===== config.mk =====
export PLATFORM = sky130hd
export DESIGN_NAME = bcd_timer_counter_flat
export DESIGN_NICKNAME = d
export VERILOG_FILES = /design/src/rtl/bcd_timer_counter_if.sv /design/src/rtl/bcd_timer_counter.sv /design/src/flat_wrapper.sv
export SDC_FILE = /design/constraint.sdc
export NUM_CORES = 1
export LEC_CHECK = 0
export CELL_PAD_IN_SITES_DETAIL_PLACEMENT = 2
export CELL_PAD_IN_SITES_GLOBAL_PLACEMENT = 2
export CORE_UTILIZATION = 28
export DETAILED_ROUTE_END_ITERATION = 10
export PLACE_DENSITY = 0.82
export SLEW_MARGIN = 20
export SYNTH_ARGS = -nofsm -noshare
export SYNTH_HDL_FRONTEND = slang
export SYNTH_SLANG_ARGS = --single-unit

===== constraint.sdc =====
create_clock -name msclk -period 1.6 [get_ports msclk]
set_input_delay 0.32 -clock msclk [delete_from_list [all_inputs] [get_ports msclk]]
set_output_delay 0.32 -clock msclk [all_outputs]
set_load 0.01 [all_outputs]

===== src/rtl/bcd_timer_counter_if.sv =====
// Control and data bundle between the timer counter and its driver/display side.
interface bcd_timer_counter_if #(
    parameter int unsigned DIGITS = 4
) ();
    logic                  Cen;
    logic                  up;
    logic                  load;
    logic [4*DIGITS-1:0]   load_val;
    logic                  lap;
    logic [4*DIGITS-1:0]   count;
    logic [4*DIGITS-1:0]   disp;
    logic                  held;
    logic                  tc;

    modport master (
        output Cen, up, load, load_val, lap,
        input  count, disp, held, tc
    );

    modport slave (
        input  Cen, up, load, load_val, lap,
        output count, disp, held, tc
    );
endinterface


===== src/rtl/bcd_timer_counter.sv =====
// Multi-digit BCD up/down stopwatch counter with preset load, wrap/saturate
// limits, terminal-count pulse and lap (display freeze).
module bcd_timer_counter #(
    parameter int unsigned DIGITS = 4,
    parameter bit          WRAP   = 1'b1
) (
    input logic                msclk,
    input logic                reset,
    bcd_timer_counter_if.slave bus
);
    localparam int unsigned W = 4 * DIGITS;
    localparam logic [W-1:0] MaxVal = {DIGITS{4'h9}};

    logic [W-1:0] count_q, count_d;
    logic [W-1:0] snap_q;
    logic         held_q;
    logic         tc_q, tc_d;
    logic [W-1:0] load_clamped;
    logic [W-1:0] step_val;
    logic [W-1:0] limit;
    logic         at_limit;
    logic         chain;

    always_comb begin
        load_clamped = '0;
        for (int k = 0; k < DIGITS; k++) begin
            load_clamped[4*k +: 4] = (bus.load_val[4*k +: 4] > 4'd9) ? 4'd9
                                                                      : bus.load_val[4*k +: 4];
        end
    end

    // Per-digit mod-10 step; chain carries (up) or borrows (down) toward the MSD.
    always_comb begin
        step_val = count_q;
        chain    = 1'b1;
        for (int k = 0; k < DIGITS; k++) begin
            if (chain) begin
                if (bus.up) begin
                    if (count_q[4*k +: 4] == 4'd9) begin
                        step_val[4*k +: 4] = 4'd0;
                    end else begin
                        step_val[4*k +: 4] = count_q[4*k +: 4] + 4'd1;
                        chain              = 1'b0;
                    end
                end else begin
                    if (count_q[4*k +: 4] == 4'd0) begin
                        step_val[4*k +: 4] = 4'd9;
                    end else begin
                        step_val[4*k +: 4] = count_q[4*k +: 4] - 4'd1;
                        chain              = 1'b0;
                    end
                end
            end
        end
    end

    assign limit    = bus.up ? MaxVal : '0;
    assign at_limit = (count_q == limit);

    always_comb begin
        count_d = count_q;
        tc_d    = 1'b0;
        if (bus.load) begin
            count_d = load_clamped;
        end else if (bus.Cen) begin
            if (WRAP) begin
                count_d = step_val;
                tc_d    = at_limit;
            end else if (!at_limit) begin
                // Saturating: pulse on arrival, then freeze until reversal or load.
                count_d = step_val;
                tc_d    = (step_val == limit);
            end
        end
    end

    always_ff @(posedge msclk) begin
        if (!reset) begin
            count_q <= '0;
            snap_q  <= '0;
            held_q  <= 1'b0;
            tc_q    <= 1'b0;
        end else begin
            count_q <= count_d;
            tc_q    <= tc_d;
            if (bus.lap) begin
                if (!held_q) begin
                    snap_q <= count_q;
                    held_q <= 1'b1;
                end else begin
                    held_q <= 1'b0;
                end
            end
        end
    end

    assign bus.count = count_q;
    assign bus.disp  = held_q ? snap_q : count_q;
    assign bus.held  = held_q;
    assign bus.tc    = tc_q;
endmodule

===== src/flat_wrapper.sv =====
// flat-port wrapper written by rule: the top's interface ports become plain ports
module bcd_timer_counter_flat 
#(
    parameter int unsigned DIGITS = 4,
    parameter bit          WRAP   = 1'b1
)
  (msclk, reset, bus_Cen, bus_up, bus_load, bus_load_val, bus_lap, bus_count, bus_disp, bus_held, bus_tc);
  bcd_timer_counter_if #(.DIGITS(DIGITS)) bus_i ();
  input logic msclk;
  input logic reset;
  input wire logic [$bits(bus_i.Cen)-1:0] bus_Cen;
  input wire logic [$bits(bus_i.up)-1:0] bus_up;
  input wire logic [$bits(bus_i.load)-1:0] bus_load;
  input wire logic [$bits(bus_i.load_val)-1:0] bus_load_val;
  input wire logic [$bits(bus_i.lap)-1:0] bus_lap;
  output wire logic [$bits(bus_i.count)-1:0] bus_count;
  output wire logic [$bits(bus_i.disp)-1:0] bus_disp;
  output wire logic [$bits(bus_i.held)-1:0] bus_held;
  output wire logic [$bits(bus_i.tc)-1:0] bus_tc;
  assign bus_i.Cen = bus_Cen;
  assign bus_i.up = bus_up;
  assign bus_i.load = bus_load;
  assign bus_i.load_val = bus_load_val;
  assign bus_i.lap = bus_lap;
  assign bus_count = bus_i.count;
  assign bus_disp = bus_i.disp;
  assign bus_held = bus_i.held;
  assign bus_tc = bus_i.tc;
  bcd_timer_counter #(.DIGITS(DIGITS), .WRAP(WRAP)) u_core (.msclk(msclk), .reset(reset), .bus(bus_i));
endmodule

== After elaboration in Yosys (flattened, before gate mapping) ==
Index checks and enable logic that the tools add are counted.

* Memory bits (writable): 0
* Word-level logic and storage cells: 73
* Register bits: 34
* ROM bits: 0
* Latch bits: 0
* Memories kept: 0

* Order comparisons: 4
* Divide/modulo/power cells: 0
* $add $sub $neg: 8
* Equal/unequal tests: 5
* Multipliers: 0
* Shift operators: 0
* Reduce and logical (&&, ||, !) cells: 12
* Multiplexer cells: 35
* Bitwise logic cells: 2

{| class="wikitable"
|+ Operators with widths
! cell !! count
|-
| two-way mux 4 bit || 19
|-
| two-way mux 16 bit || 4
|-
| adder 4 x 1 -> 4 bit (second input constant) || 4
|-
| == test 16 bit || 1
|-
| == test 4 bit (second input constant) || 4
|-
| greater-than comparator 4 bit (second input constant) || 4
|-
| zero test 4 bit || 4
|-
| subtractor 4 x 1 -> 4 bit (second input constant) || 4
|-
| two-way mux 1 bit || 12
|-
| nonzero test 2 bit || 4
|-
| AND reduction 2 bit || 3
|-
| OR reduction 3 bit || 1
|-
| NOT 1 bit || 2
|}

== Logic depth before layout (Yosys ltp) ==
Gate-level depths: netlist (run 1).

* Depth after elaboration: 8
* Gate-level depth with buffers: 7

== Worst setup path before layout (run 1) ==
Ideal clock, no wire load.

* Path type: flip-flop to flip-flop
* Start: register u_core.count_q[7] (netlist: u_core.bus.count[7])
* End: register u_core.count_q[8] (netlist: u_core.bus.count[8])
* Path slack: 51 ps
* Setup time: 128 ps
* Period minus slack after synthesis: 1549 ps
* Arrival time: 1420 ps
* Cell stages (with the launch flop): 7
* Required time: 1472 ps
* Cells stage by stage: dfxtp_1 buf_2 or3_1 a211oi_2 nand2_2 xor2_1 a21oi_2

* Word-level cells in the longest chain between the ends: 6

{| class="wikitable"
|+ RTL lines
! element !! line !! source
|-
| start, declared || bcd_timer_counter.sv:14 || <nowiki>logic [W-1:0] count_q, count_d;</nowiki>
|-
| start signal, assigned || bcd_timer_counter.sv:84 || <nowiki>count_q <= count_d;</nowiki>
|-
| == test 4 bit or zero test 4 bit (tied branches) || bcd_timer_counter.sv:39, bcd_timer_counter.sv:46 ||
|-
| two-way mux 1 bit (on tied branches) || bcd_timer_counter.sv:39, bcd_timer_counter.sv:46 ||
|-
| two-way mux 1 bit (*) || bcd_timer_counter.sv:38 || <nowiki>if (bus.up) begin</nowiki>
|-
| two-way mux 1 bit (*) || bcd_timer_counter.sv:37 || <nowiki>if (chain) begin</nowiki>
|-
| nonzero test 2 bit (no source line) (*) || -- ||
|-
| AND reduction 2 bit (no source line) (*) || -- ||
|}

Mark *: on every way between the ends. The rest lies on a longest branch, timed or not.
A chain may end at the register's enable or synchronous reset.

== Final worst setup path (run 1) ==
* Start: register u_core.held_q (netlist: u_core.bus.held)
* End: output bus_disp[1]

* Word-level cells in the longest chain between the ends: 1

{| class="wikitable"
|+ RTL lines
! element !! line !! source
|-
| start, declared || bcd_timer_counter.sv:16 || <nowiki>logic held_q;</nowiki>
|-
| start signal, assigned || bcd_timer_counter.sv:81 || <nowiki>held_q <= 1'b0;</nowiki>
|-
| start signal, assigned || bcd_timer_counter.sv:89 || <nowiki>held_q <= 1'b1;</nowiki>
|-
| start signal, assigned || bcd_timer_counter.sv:91 || <nowiki>held_q <= 1'b0;</nowiki>
|-
| two-way mux 16 bit || bcd_timer_counter.sv:98 || <nowiki>assign bus.disp = held_q ? snap_q : count_q;</nowiki>
|-
| end, declared || flat_wrapper.sv:17 || <nowiki>output wire logic [$bits(bus_i.disp)-1:0] bus_disp;</nowiki>
|}

Every way passes these cells.

==> reports/metrics.cfg, run 1 <==
[status]
outcome=complete, but fails checks
violations=setup timing

[drt]
via_per_inst=5.584
post-route-drc-count=0
drt_first_iter_violations=62
wirelength_um=10940
postRouteAntennaNets=0
vias=2753
firstDrtPassIters=4
post_drt_wl_per_cell_um=22.19

[die]
fp-row-count=32
die_h_um=92.83
die_w_um=92.83
boundaryPins=56
core_um2=7848
start_util_pct=29.43
fp.dieArea_um2=8616

[global_routing]
grt_overflow=0
grt_max_degree=25
grt_pass1_vias=2831
grt_pass1_wl_um=15070
grt_use_total_pct=23.08
antenna_found_initial=0

[cts]
cts_made_buffers=5
clock_latency_ns=0.30
cts_buffer_depth=2
tritoncts=done
htreeDepth=2
cts_hold_buf=0
cts_root_buf=clkbuf_8
clock_sinks=34
clk_pin_slew_ns=0.08

[synthesis]
synth_edf_count=0
ys_top_cells_by_count=nand2_1 (55), dfxtp_1 (34), o21ai_0 (23)
yosys-top-cells-area=dfxtp_1 (29%), nand2_1 (8.9%), mux2_2 (5.9%)
ys.flop_type=dfxtp_1
yosysMostFrequentCell=nand2_1
seq_area_frac_synth_pct=29.47
synth_seq_cells=34
syn_inst=307
synthesis.nets=329
ys_warn_count=0
synth_top_area_share_pct=29.47
syn-cell-area_um2=2310
synth_cell_type_count=55
synth_area_leader_cell=dfxtp_1
synth.avg_cell_area_um2=7.524
async_flop_share_pct=0

[finish]
drive_above_1_share_pct=32.48
num_antenna_cells=0
multi_input_area_um2=1618
area_delta_synth_final_pct=55.80
fill_cells=891
final_nets=414
regArea_um2=720.7
final_cells=493

[worst_setup_path]
reg2reg_from=u_core.bus.count[10]
r2r_cells=6
crit_path_end_kind=output pin
ff2ff_setup_slack_ns=-0.09
path_class=reg2out
cp.arrival_ns=1.38
r2r_end=u_core.bus.count[12]
cp.required_ns=1.28
crit_fanout=6
start_kind=register

[timing]
post-route-period-util_pct=106.1
max_freq_mhz=589.3
finClkSkew_ns=0.01108
tightest_slew_ns=0.3830
grt_setup_unrepaired=yes
post-route-min-period_ns=1.697
timing.final.max_slew_violations=0
hold_viol=0
fin_ws_ns=-0.09686
setup_viol=13
slew-limit-headroom_pct=74.14
setup_tns_ns=-0.4433

[place]
dpl.hpwl_um=6476
io_buffers=55
gp_congestion=0.8019
dp.cells=477

[min_path]
hp-start=u_core.snap_q[7]
min_path_cells=2
hold_class=reg2reg
min_to=u_core.snap_q[7]

[power_and_ir_drop]
ir_drop_uv=359.9
power_per_cell_area_nw_per_um2=697.1
p_leak_nw=1.480

[run]
drv_cap=0

## per-layer routing
layer,share of wire [%],vias up,wire length [µm],track usage (%)
met1,40,1385,4422,25.57
met3,3.5,34,380,5.665
li1,-,1255,-,-
met5,0,-,0,0
met4,3.7,0,408,9.103
met2,52,79,5729,41.91
## worst max-delay path by stage
stage / startpoint / endpoint / slack, ns
floorplan: u_core.bus.count[7] / u_core.bus.count[8] / 0.05
global placement: bus_up / u_core.bus.count[14] / -0.53
detailed placement: bus_up / u_core.bus.count[14] / -0.68
CTS: u_core.bus.held / bus_disp[15] / -0.13
global route: u_core.bus.held / bus_disp[1] / -0.13
finish: u_core.bus.held / bus_disp[1] / -0.1
## power breakdown
part           switching (mW)  leakage (nW)  internal, mW
combinational           0.449          1.15         0.437
clock                   0.331        0.0431         0.332
sequential             0.0688         0.286         0.891
## through the flow
| stage | cell area (µm²) | utilization [%] | power (mW) | hold slack (ns) | worst slack [ns] |
|---|---|---|---|---|---|
| 2_1_floorplan | 2310 | - | 1.328 | 0.4346 | 0.05144 |
| 3_3_place_gp | 3191 | 40.66 | 1.678 | 0.4458 | -0.5328 |
| 3_5_place_dp | 3191 | 40.66 | 1.711 | 0.4645 | -0.6752 |
| 4_1_cts | 3402 | 43.35 | 2.405 | 0.4742 | -0.1316 |
| 5_1_grt | 3598 | 45.85 | 2.621 | 0.4928 | -0.1306 |
| 6_report | 3598 | 45.85 | 2.508 | 0.4742 | -0.09686 |
## critical path: stages (launching register included)
cell     delay [ns]
dfxtp_4        0.41
buf_12         0.15
buf_6          0.10
mux2_4         0.30
buf_6          0.12
## timing repair
item	CTS	global route
setup endpoints to repair	46	26
buffers inserted	3	2
cloned	2	3
pin swaps	1	8
gates resized for setup	130	39
## final cells by class
cell class / instances / share of cell area, %
flip-flops and latches: 34 / 20.03
inverters: 9 / 0.9388
well taps: 102 / 3.547
multi-input cells: 233 / 44.96
repair buffers: 109 / 28.23
clock buffers: 6 / 2.295
## state kept, by name (all words and copies together) (netlist names)
name and cells:
u_core.bus.count 16, u_core.snap_q 16, u_core.bus.held 1, u_core.bus.tc 1
## layout by cell type, fill, tap and decap left out, types with 8 or more instances in the layout
cell             count
nand2_1             54
buf_4               41
clkdlybuf4s50_1     21
o21ai_0             20
dfxtp_1             20
a21boi_0            17
buf_6               17
nor2_1              15
dlygate4sd2_1       14
mux2_4              11
a21oi_1             11
dfxtp_4              9
inv_1                8
buf_2                8
## logic make-up (layout without fill, tap and decap cells)
group | Yosys count | count (layout) | share of synthesized area [%]
buf+inv | 40 | 124 | 7.529
compound gates | 92 | 92 | 27.09
mux | 19 | 19 | 8.884
simple gates | 112 | 112 | 23.24
xor+xnor | 10 | 10 | 3.792
flops | 34 | 34 | 29.47
Power figures use the tool's default switching activity.
==> run 2: changes to the inputs <==
CAP_MARGIN = 15   (was not set)
==> results of run 2 <==
No change in the layout: final DEF, timing and power equal those of run 1.
